File: config.mk
export PLATFORM = sky130hd
export DESIGN_NAME = mux_arbiter_flat
export DESIGN_NICKNAME = d
export VERILOG_FILES = /design/src/rtl/mux_arbiter_if.sv /design/src/rtl/mux_arbiter.sv /design/src/flat_wrapper.sv
export SDC_FILE = /design/constraint.sdc
export NUM_CORES = 1
export LEC_CHECK = 0
export ABC_AREA = 0
export BUFFER_PORTS_ARGS = -buffer_cell sky130_fd_sc_hd__buf_2
export CAP_MARGIN = 20
export CORE_MARGIN = 5
export CORE_UTILIZATION = 52
export DETAILED_ROUTE_END_ITERATION = 8
export PLACE_DENSITY = 0.86
export SYNTH_ARGS = -nofsm -noshare
export SYNTH_HDL_FRONTEND = slang
export SYNTH_SLANG_ARGS = --single-unit
File: constraint.sdc
create_clock -name clk -period 3.4 [get_ports clk]
set_input_delay 0.34 -clock clk [delete_from_list [all_inputs] [get_ports clk]]
set_output_delay 0.34 -clock clk [all_outputs]
set_load 0.05 [all_outputs]
File: src/rtl/mux_arbiter_if.sv
// rtl/mux_arbiter_if.sv - requester/consumer bundle for the round-robin mux arbiter
interface mux_arbiter_if #(
    parameter int WIDTH = 8
);
    logic [3:0]       req;
    logic [WIDTH-1:0] A0;
    logic [WIDTH-1:0] A1;
    logic [WIDTH-1:0] A2;
    logic [WIDTH-1:0] A3;
    logic             ready;
    logic [WIDTH-1:0] Y;
    logic             valid;
    logic [1:0]       S;
    logic [3:0]       gnt;
    logic [3:0]       ack;

    modport master (
        output req, A0, A1, A2, A3, ready,
        input  Y, valid, S, gnt, ack
    );

    modport slave (
        input  req, A0, A1, A2, A3, ready,
        output Y, valid, S, gnt, ack
    );
endinterface

File: src/rtl/mux_arbiter.sv
// rtl/mux_arbiter.sv - 4-way round-robin arbiter muxing one registered word per grant
module mux_arbiter #(
    parameter int WIDTH = 8
) (
    input  logic          clk,
    input  logic          rst,
    mux_arbiter_if.slave  bus
);
    typedef enum logic {
        IDLE = 1'b0,
        BUSY = 1'b1
    } state_t;

    state_t           state;
    logic [1:0]       last;
    logic [3:0]       pool;
    logic             found;
    logic [1:0]       win;
    logic [1:0]       cand;
    logic [WIDTH-1:0] win_data;

    // The requester being acknowledged is masked so it cannot win twice in a row.
    always_comb begin
        pool  = (state == BUSY) ? (bus.req & ~bus.gnt) : bus.req;
        found = 1'b0;
        win   = last;
        cand  = last;
        for (int k = 1; k <= 4; k++) begin
            cand = last + 2'(k);
            if (!found && pool[cand]) begin
                found = 1'b1;
                win   = cand;
            end
        end
    end

    always_comb begin
        win_data = '0;
        case (win)
            2'd0:    win_data = bus.A0;
            2'd1:    win_data = bus.A1;
            2'd2:    win_data = bus.A2;
            default: win_data = bus.A3;
        endcase
    end

    always_ff @(posedge clk) begin
        if (rst) begin
            state     <= IDLE;
            bus.Y     <= '0;
            bus.S     <= 2'd0;
            bus.gnt   <= 4'b0000;
            bus.valid <= 1'b0;
            last      <= 2'd3;
        end else begin
            case (state)
                IDLE: begin
                    if (found) begin
                        state     <= BUSY;
                        bus.Y     <= win_data;
                        bus.S     <= win;
                        bus.gnt   <= 4'b0001 << win;
                        bus.valid <= 1'b1;
                        last      <= win;
                    end
                end
                BUSY: begin
                    if (bus.ready) begin
                        if (found) begin
                            bus.Y   <= win_data;
                            bus.S   <= win;
                            bus.gnt <= 4'b0001 << win;
                            last    <= win;
                        end else begin
                            state     <= IDLE;
                            bus.gnt   <= 4'b0000;
                            bus.valid <= 1'b0;
                        end
                    end
                end
                default: state <= IDLE;
            endcase
        end
    end

    // A word caught by reset is dropped, so it is never acknowledged.
    assign bus.ack = (bus.valid && bus.ready && !rst) ? bus.gnt : 4'b0000;
endmodule

File: src/flat_wrapper.sv
// flat-port wrapper written by rule: the top's interface ports become plain ports
module mux_arbiter_flat 
#(
    parameter int WIDTH = 8
)
  (clk, rst, bus_req, bus_A0, bus_A1, bus_A2, bus_A3, bus_ready, bus_Y, bus_valid, bus_S, bus_gnt, bus_ack);
  mux_arbiter_if #(.WIDTH(WIDTH)) bus_i ();
  input  logic clk;
  input  logic rst;
  input wire logic [$bits(bus_i.req)-1:0] bus_req;
  input wire logic [$bits(bus_i.A0)-1:0] bus_A0;
  input wire logic [$bits(bus_i.A1)-1:0] bus_A1;
  input wire logic [$bits(bus_i.A2)-1:0] bus_A2;
  input wire logic [$bits(bus_i.A3)-1:0] bus_A3;
  input wire logic [$bits(bus_i.ready)-1:0] bus_ready;
  output wire logic [$bits(bus_i.Y)-1:0] bus_Y;
  output wire logic [$bits(bus_i.valid)-1:0] bus_valid;
  output wire logic [$bits(bus_i.S)-1:0] bus_S;
  output wire logic [$bits(bus_i.gnt)-1:0] bus_gnt;
  output wire logic [$bits(bus_i.ack)-1:0] bus_ack;
  assign bus_i.req = bus_req;
  assign bus_i.A0 = bus_A0;
  assign bus_i.A1 = bus_A1;
  assign bus_i.A2 = bus_A2;
  assign bus_i.A3 = bus_A3;
  assign bus_i.ready = bus_ready;
  assign bus_Y = bus_i.Y;
  assign bus_valid = bus_i.valid;
  assign bus_S = bus_i.S;
  assign bus_gnt = bus_i.gnt;
  assign bus_ack = bus_i.ack;
  mux_arbiter #(.WIDTH(WIDTH)) u_core (.clk(clk), .rst(rst), .bus(bus_i));
endmodule
After elaboration in Yosys (flattened, before gate mapping)
Index checks and enable logic that the tools add are counted.
Storage, ports and cells
  bits of input ports: 39
  register bits: 18
  logic and storage cells: 73
Cells by class
  muxes and demuxes: 39
  shift-type cells: 1
  reductions and logical operators: 12
  bitwise logic cells: 3
  equal/unequal tests: 5
  add/sub/neg operators: 3
  order comparisons: 4
Operators with widths (number)
  8-bit one-hot mux with 3 select lines: 1
  4-bit 2-to-1 mux: 5
  2-bit 2-to-1 mux: 8
  8-bit 2-to-1 mux: 2
  8-bit one-hot mux with 2 select lines: 1
  1-bit 2-to-1 mux: 13
  2-bit by 3-bit < comparator with 1-bit output, second input constant: 4
  1-bit binary-select mux with 2-bit select: 4
  2-bit one-hot mux with 2 select lines: 2
  4-bit one-hot mux with 2 select lines: 1
  1-bit logical AND: 5
  2-bit adder, second input constant: 2
  4-bit bitwise AND: 1
  1-bit zero test: 4
  2-bit != test, second input constant: 2
  4-bit NOT: 1
  1-bit one-hot mux with 2 select lines: 2
  1-bit by 2-bit << shifter with 4-bit output, first input constant: 1
  3-bit AND reduction: 1
  2-bit by 1-bit adder with 2-bit output, second input constant: 1
  2-bit by 1-bit == test with 1-bit output, second input constant: 1
  2-bit == test, second input constant: 1
  2-bit zero test: 1
  2-bit by 1-bit != test with 1-bit output, second input constant: 1
  other kinds (2): 2

Depth between registers and ports, before layout
Gate-level depths: netlist (run 1).
  word-level depth: 20
  mapped depth: 8
  gate-level depth less buffers: 5

Worst setup path after synthesis (run 1)
Ideal clock, no wire load.
  kind: flip-flop to flip-flop
  start: register u_core.bus.gnt[3]
  end: register u_core.bus.Y[0]
  cell stages (with the launch flop): 9
  clock period less this slack: 2158 ps
  slack: 1242 ps
  data arrival time: 2022 ps
  library setup time: 136 ps
  cells stage by stage: dfxtp_1 > a21bo_2 > buf_2 > mux2i_4 > a221o_1 > buf_6 > buf_6 > a211oi_2 > o32ai_1
Between the ends
  longest elaborated chain between the ends: 20
  elaborated cells between the ends (all ways): 32
Ends and longest elaborated chain
  start, declared: line mux_arbiter_if.sv:24  | output Y, valid, S, gnt, ack
  start signal, assigned: line mux_arbiter.sv:62  | bus.gnt <= 4'b0001 << win;
  start signal, assigned: line mux_arbiter.sv:72  | bus.gnt <= 4'b0001 << win;
  4-bit NOT *: line mux_arbiter.sv:24  | pool = (state == BUSY) ? (bus.req & ~bus.gnt) : bus.req;
  4-bit bitwise AND *: line mux_arbiter.sv:24
  4-bit 2-to-1 mux *: line mux_arbiter.sv:24
  1-bit binary-select mux with 2-bit select: line mux_arbiter.sv:30  | if (!found && pool[cand]) begin
  1-bit 2-to-1 mux (not written as such): line mux_arbiter.sv:30
  1-bit 2-to-1 mux: line mux_arbiter.sv:30
  1-bit zero test: line mux_arbiter.sv:30
  1-bit logical AND: line mux_arbiter.sv:30
  [4 not listed]
  1-bit zero test: line mux_arbiter.sv:30
  1-bit logical AND: line mux_arbiter.sv:30
  2-bit 2-to-1 mux: line mux_arbiter.sv:30
  2-bit == test (tied with other cells): line mux_arbiter.sv:39  | case (win)
  8-bit one-hot mux with 3 select lines: line mux_arbiter.sv:39
  8-bit 2-to-1 mux *: line mux_arbiter.sv:58, mux_arbiter.sv:69
  8-bit 2-to-1 mux: line mux_arbiter.sv:68  | if (bus.ready) begin
  8-bit one-hot mux with 2 select lines *: line mux_arbiter.sv:56  | case (state)
  end signal, assigned: line mux_arbiter.sv:60  | bus.Y <= win_data;
  end signal, assigned: line mux_arbiter.sv:70  | bus.Y <= win_data;
  end, declared: line mux_arbiter_if.sv:24
Every way passes the cells marked *; elsewhere a longest branch is shown, timed or not. The select of a mux whose other input is x is not followed.
A chain may end at the register's enable or synchronous reset.

Worst setup path in the final report (run 1)
  start: register u_core.state
  end: register u_core.bus.Y[4]
Between the ends
  longest elaborated chain between the ends: 18
  elaborated cells between the ends (all ways): 32
Ends and longest elaborated chain
  start, declared: line mux_arbiter.sv:14  | state_t state;
  start signal, assigned: line mux_arbiter.sv:49  | state <= IDLE;
  start signal, assigned: line mux_arbiter.sv:59  | state <= BUSY;
  start signal, assigned: line mux_arbiter.sv:75  | state <= IDLE;
  4-bit 2-to-1 mux: line mux_arbiter.sv:24
  1-bit binary-select mux with 2-bit select: line mux_arbiter.sv:30
  1-bit 2-to-1 mux (not written as such): line mux_arbiter.sv:30
  1-bit 2-to-1 mux: line mux_arbiter.sv:30
  1-bit zero test: line mux_arbiter.sv:30
  1-bit logical AND: line mux_arbiter.sv:30
  1-bit 2-to-1 mux: line mux_arbiter.sv:30
  1-bit zero test: line mux_arbiter.sv:30
  [2 not listed]
  1-bit zero test: line mux_arbiter.sv:30
  1-bit logical AND: line mux_arbiter.sv:30
  2-bit 2-to-1 mux: line mux_arbiter.sv:30
  2-bit == test (tied with other cells): line mux_arbiter.sv:39
  8-bit one-hot mux with 3 select lines: line mux_arbiter.sv:39
  8-bit 2-to-1 mux: line mux_arbiter.sv:58, mux_arbiter.sv:69
  8-bit 2-to-1 mux: line mux_arbiter.sv:68
  8-bit one-hot mux with 2 select lines: line mux_arbiter.sv:56
Several ways; a longest one is shown, not always the timed one. The select of a mux whose other input is x is not followed.

==> results of run 1 <==
==> cell families (layout without fill, tap and decap cells) <==
group | count (synthesis) | after routing | synth area share [%]
and+or+nand+nor | 31 | 31 | 11.7
DFF | 18 | 18 | 25.8
AOI/OAI and AO/OA | 81 | 81 | 50.7
buffers and inverters | 22 | 66 | 7.97
muxes | 4 | 4 | 3.85
==> worst max-delay path by stage <==
stage | start | end | cells after the start
detailed placement | u_core.state$_SDFF_PP0_ | u_core.bus.Y[4]$_SDFFE_PP0P_ | 5
floorplan | u_core.bus.gnt[3]$_SDFFE_PP0P_ | u_core.bus.Y[0]$_SDFFE_PP0P_ | 8
CTS | u_core.state$_SDFF_PP0_ | u_core.bus.Y[4]$_SDFFE_PP0P_ | 5
global placement | u_core.state$_SDFF_PP0_ | u_core.bus.Y[6]$_SDFFE_PP0P_ | 5
finish | u_core.state$_SDFF_PP0_ | u_core.bus.Y[4]$_SDFFE_PP0P_ | 5
global route | u_core.state$_SDFF_PP0_ | u_core.bus.Y[4]$_SDFFE_PP0P_ | 5
==> placed cells by master (no fill, tap or decap), types with 2 or more instances in the layout <==
cell       n
a21bo_2    3
a211oi_1  10
inv_1      2
nor2_1    10
clkbuf_4   3
buf_2     57
dfxtp_1   18
a221oi_1  17
o32ai_1    8
mux2i_1    2
o31ai_1   17
a32oi_1    5
a21boi_0   2
o21bai_1   3
buf_4      3
and2_1     5
o21a_1     2
nand2b_1  13
nor3_1     2
a211oi_2   7
==> flip-flops by register name, indices dropped and copies added, names as in the netlist <==
register / count
u_core.bus.valid: 1
u_core.state: 1
u_core.bus.gnt: 4
u_core.bus.S: 2
u_core.last: 2
u_core.bus.Y: 8
==> stage by stage <==
step	utilization (%)	setup WS, ps	instance area [sq um]	hold WS, ps	cells
floorplan	-	1240	1400	446	156
global placement	65.0	898	1640	470	226
detailed placement	65.0	644	1640	476	226
CTS	66.4	605	1680	343	230
global route	66.4	310	1680	362	230
finish	66.4	568	1680	348	230
==> power by group through the flow <==
stage | Combinational (W) | Clock [W] | Sequential [W]
4_1_cts | 0.000396 | 0.000142 | 0.000272
3_5_place_dp | 0.000395 | 0 | 0.000276
5_1_grt | 0.000428 | 0.000146 | 0.000276
2_1_floorplan | 0.000223 | 0 | 0.000361
3_3_place_gp | 0.000381 | 0 | 0.000274
6_report | 0.000399 | 0.000138 | 0.000273
==> layer usage <==
metal,GRT usage [%],up-vias
met3,4.75,10
met4,6.67,0
met1,30.6,725
met5,0,-
li1,-,730
met2,39.2,83
==> layout make-up <==
type | instances | area (sq um)
timing repair buffer | 60 | 308
sequential | 18 | 360
clock buffer | 4 | 36.3
fill | 210 | 847
multi-input combinational | 116 | 926
tap | 30 | 37.5
inverter | 2 | 7.51
==> worst max-delay path, cell delays in order, from the launching register on <==
cell       delay, ps
dfxtp_1          600
a21boi_4         210
o2bb2ai_2        620
a221o_1          790
a211oi_1         190
o32ai_1          310
==> reports/qor.csv, run 1 <==
metric;value;unit
ctsResizeCount;0;
postCtsHoldBufs;0;
post-synth-top-area-fraction;25.8;%
max_freq;0.353;GHz
drv_slew;0;
grt_overflow_total;0;
insertedDiodeCount;0;
crit_arrival;3040;ps
viasPerCell;6.73;
antenna_found_initial;0;
postRouteWirelength;4.31;mm
finalSetupViolations;0;
synthDistinctLibCells;31;
cts_made_buffers;3;
worst-path-max-fanout;19;
cap_viol_max_count;0;
max_slew.worst_pin.slew;792;ps
worstSetupEndpointType;register;
synth_edf_count;0;
coreArea;0.00252;sq mm
period_share;83.3;%
clkPwrFrac;17.1;%
die_w;61.8;microns
finClkSkew;4.84;ps
max_slew_margin;47.2;%
dr_total_vias;1548;
syn-num-nets;195;
m1WireLength;1.78;mm
holdPathStages;3;
switching_share;45.7;%
finalPower;0.000810;W
synth_top_cell_by_area;dfxtp_1;
ys.flop_type;dfxtp_1;
power.leakage;0.688;nW
yosysMostFrequentCell;dfxtp_1;
io_pins;58;
path_clk_slew;110;ps
postCtsSetupRepairBufs;0;
final_layout_size_suffix_gt1_share;39.0;%
power_density;484;mW/mm^2
dp_hpwl;3.23;mm
intPower;0.000440;W
rrSetupSlack;570;ps
clock_latency;300;ps
hold_viol_final;0;
wl_per_cell;18.7;microns
dieHeight;61.8;microns
yosys_warnings;0;
io_buffers;57;
clockRootBuffer;clkbuf_4;
pwr-share-seq;33.7;%
start_util;55.4;%
reg2reg_depth;5;
rsz0062_at_grt;no;
crit_required;3610;ps
synth_commonest_cells;18 x dfxtp_1, 17 x a221oi_1, 17 x o31ai_1;
area_delta_synth_final;19.9;%
period_minus_slack;2830;ps
ys_ff_latch;18;
antenna_left;0;
drc;0;
dr.first_iter.drc_count;116;
hp-start;bus_ready;
netlist_instances;156;
rr_endpoint;u_core.bus.Y[4]$_SDFFE_PP0P_;
grt_pass1_vias;1456;
fin_nets;240;
final.setup.tns;0;ps
critPathKind;reg2reg;
rows;18;
hp-class;in2reg;
ir_drop;397;uV
die_area;0.00382;sq mm
routed.top_layer;met4;
wl_met3;442;microns
grt_pass1_wl;6.76;mm
r2r_start;u_core.state$_SDFF_PP0_;
grt_max_degree;21;
hold_end;u_core.bus.valid$_SDFFE_PP0P_;
synth-seq-area-share;25.8;%
syn-cell-area;0.00140;sq mm
globalRouteTotalUtil;23.5;%
synth_area_per_cell;8.96;sq um
place.gp.congestion;0.844;
drt_first_pass_iters;4;
status;finished, final reports clean;
startpoint_type;register;
comb_power_share;49.2;%
tritoncts;done;
cts_sinks;18;
cts_max_path_buffers;2;
synthArstFlopShare;0;%
p_switching;0.000371;W
htree_levels;1;
ys_top_cells_by_area;dfxtp_1 26%, a221oi_1 11%, o31ai_1 9.1%;
met2_length;2.02;mm
Power figures use the tool's default switching activity.
==> inputs of run 2 (changes only) <==
--- a/config.mk
+++ b/config.mk
@@ -5,13 +5,13 @@
 export SDC_FILE = /design/constraint.sdc
 export NUM_CORES = 1
 export LEC_CHECK = 0
-export ABC_AREA = 0
+export ABC_AREA = 1
 export BUFFER_PORTS_ARGS = -buffer_cell sky130_fd_sc_hd__buf_2
 export CAP_MARGIN = 20
 export CORE_MARGIN = 5
-export CORE_UTILIZATION = 52
+export CORE_UTILIZATION = 49
 export DETAILED_ROUTE_END_ITERATION = 8
-export PLACE_DENSITY = 0.86
+export PLACE_DENSITY = 0.8
 export SYNTH_ARGS = -nofsm -noshare
 export SYNTH_HDL_FRONTEND = slang
 export SYNTH_SLANG_ARGS = --single-unit
==> constraint.sdc (replaced) <==
create_clock -name clk -period 2.9 [get_ports clk]
set_input_delay 0.29 -clock clk [delete_from_list [all_inputs] [get_ports clk]]
set_output_delay 0.29 -clock clk [all_outputs]
set_load 0.05 [all_outputs]
==> reports/qor.csv, run 2 <==
metric;value;unit;change
grt_pass1_wl;6.15;mm;-9.0%
htree_levels;1;;unchanged
holdPathStages;2;;-1
clock_latency;280;ps;-20 ps
path_clk_slew;100;ps;about the same
holdWs;228;ps;-120 ps
top_regs;u_core.bus.Y x8, u_core.bus.gnt x4;;
synth-seq-area-share;24.2;%;-1.5 points
place.gp.congestion;0.825;;-2.3%
startpoint_type;register;;
antenna_found_initial;0;;unchanged
die_w;65.1;microns;+5.2%
insertedDiodeCount;0;;unchanged
status;finished, final reports clean;;
syn-cell-area;0.00149;sq mm;+6.4%
post-synth-top-area-fraction;24.2;%;-1.5 points
finClkSkew;4.51;ps;-0.332 ps
crit_arrival;2390;ps;-650 ps
rrSetupSlack;680;ps;+110 ps
viasPerCell;5.12;;-24%
grt_max_degree;20;;-4.8%
hp-start;bus_ready;;
antenna_left;0;;unchanged
die_area;0.00423;sq mm;+11%
ys_top_cells_by_area;dfxtp_1 24%, nand2_1 12%, nand3_1 8.8%;;
cp-startpoint;u_core.state$_SDFF_PP0_;;
rows;20;;+2
critPathKind;reg2reg;;
max_slew.worst_pin.slew;498;ps;-294 ps
globalRouteTotalUtil;18.1;%;-5.4 points
synthArstFlopShare;0;%;unchanged
ys_ff_latch;18;;unchanged
netlist_instances;205;;+31%
crit_required;3070;ps;-540 ps
synth_area_per_cell;7.25;sq um;-19%
postCtsSetupRepairBufs;0;;unchanged
cts_max_path_buffers;2;;unchanged
clockRootBuffer;clkbuf_4;;
r2r_start;u_core.state$_SDFF_PP0_;;
dr_total_vias;1486;;-4.0%
rsz0062_at_grt;no;;
ys.flop_type;dfxtp_1;;
cpMaxStageDelayCell;dfxtp_1;;
hp-class;in2reg;;
finalSetupViolations;0;;unchanged
period_share;76.6;%;-6.7 points
finalPower;0.00241;W;+200%
power.leakage;0.864;nW;+26%
coreArea;0.00298;sq mm;+18%
largest-register;u_core.bus.Y;;
max_slew_margin;66.7;%;+20 points
cts_sinks;18;;unchanged
drv_slew;0;;unchanged
yosys_warnings;0;;unchanged
grt_pass1_vias;1473;;+1.2%
synth_edf_count;0;;unchanged
final_common_cell;buf_2;;
worst-path-max-fanout;19;;unchanged
place_area;0.00173;sq mm;+5.6%
postCtsHoldBufs;0;;unchanged
slowest_delay;650;ps;-140 ps
final.setup.tns;0;ps;unchanged
wl_per_cell;12.4;microns;-33%
max_freq;0.450;GHz;+27%
ir_drop;611;uV;+54%
synth_commonest_cells;47 x nand2_1, 26 x nand3_1, 18 x dfxtp_1, 18 x inv_1, 16 x o21ai_0;;
dieHeight;65.1;microns;+5.2%
path_cells;nand2_1 -> nand3_1 -> nand3_1 -> nand2_1 -> nand2_4 -> clkinv_2 -> nand3_2 -> nand2_4 -> nand3_4 -> o21ai_0 -> inv_1 -> nand2_1 -> a21oi_2;;
cap_viol_max_count;0;;unchanged
final_layout_size_suffix_gt1_share;42.8;%;+3.8 points
drc;0;;unchanged
io_buffers;57;;unchanged
postRouteWirelength;3.61;mm;-16%
io_pins;58;;unchanged
cpMostUsedCell;nand2_1;;
dr.first_iter.drc_count;92;;-21%
cts_made_buffers;3;;unchanged
ctsResizeCount;0;;unchanged
worstSetupEndpointType;register;;
dp_hpwl;3.00;mm;-7.2%
final_cell_mix;57 x buf_2, 47 x nand2_1, 26 x nand3_1;;
hold_viol_final;0;;unchanged
power_density;1370;mW/mm^2;+180%
final_area;0.00177;sq mm;+5.5%
synthDistinctLibCells;27;;-13%
reg2reg_depth;13;;+8
synth_top_cell_by_area;dfxtp_1;;
area_delta_synth_final;18.9;%;
tritoncts;done;;
syn-num-nets;244;;+25%
yosysMostFrequentCell;nand2_1;;
period_minus_slack;2220;ps;-611 ps
largest_register_ffs;8;;unchanged
start_util;49.9;%;-5.5 points
fin_nets;297;;+24%
post-route-util;59.3;%;-7.1 points
drt_first_pass_iters;4;;unchanged
grt_overflow_total;0;;unchanged
run 2: area by class of cell:
class | count | area, sq um
Fill cell | 283 | 1210
Multi-Input combinational cell | 154 | 942
Sequential cell | 18 | 360
Timing Repair Buffer | 57 | 285
Inverter | 24 | 101
Tap cell | 33 | 41.3
Clock buffer | 4 | 36.3
run 2: stage by stage:
| step | cells | setup slack (ps) |
|---|---|---|
| floorplan | 205 | 899 |
| global placement | 286 | 759 |
| detailed placement | 286 | 678 |
| CTS | 290 | 653 |
| global route | 290 | 400 |
| finish | 290 | 679 |
run 2: path summary, 6_finish.rpt:
kind / end
max: u_core.bus.Y[0]$_SDFFE_PP0P_
min: u_core.bus.valid$_SDFFE_PP0P_
max reg2reg: u_core.bus.Y[0]$_SDFFE_PP0P_
min reg2reg: u_core.bus.S[0]$_SDFFE_PP0P_
run 2: per-layer routing:
metal / share of wire (%) / track usage, % / routed length (microns) / vias to the layer above
met2: 46 / 30.9 / 1680 / 62
met4: 1.3 / 3.89 / 48 / 0
met5: 0 / 0 / 0 / -
met1: 43 / 22.5 / 1550 / 639
met3: 9.3 / 5.03 / 334 / 4
li1: - / - / - / 781
run 2: worst max-delay path: cells and delay by family, from the launching register on:
kind	cells	cell delay (ps)
simple gates	9	1100
flops	1	650
compound gates	2	230
buf+inv	2	120
run 2: where the power goes:
group | internal (W) | total [W] | switching, W | leakage [nW]
Clock | 0.0000764 | 0.000148 | 0.0000717 | 0.0210
Sequential | 0.000335 | 0.000427 | 0.0000915 | 0.149
Combinational | 0.000548 | 0.00184 | 0.00129 | 0.694
Total | 0.000959 | 0.00241 | 0.00145 | 0.864
run 2: kinds of logic (layout without fill, tap and decap cells):
| logic type | Yosys count | after routing | share of synthesized area, % |
|---|---|---|---|
| DFF | 18 | 18 | 24.2 |
| buffers and inverters | 33 | 85 | 12.4 |
| and+or+nand+nor | 116 | 116 | 47.6 |
| AOI/OAI and AO/OA | 38 | 38 | 15.8 |
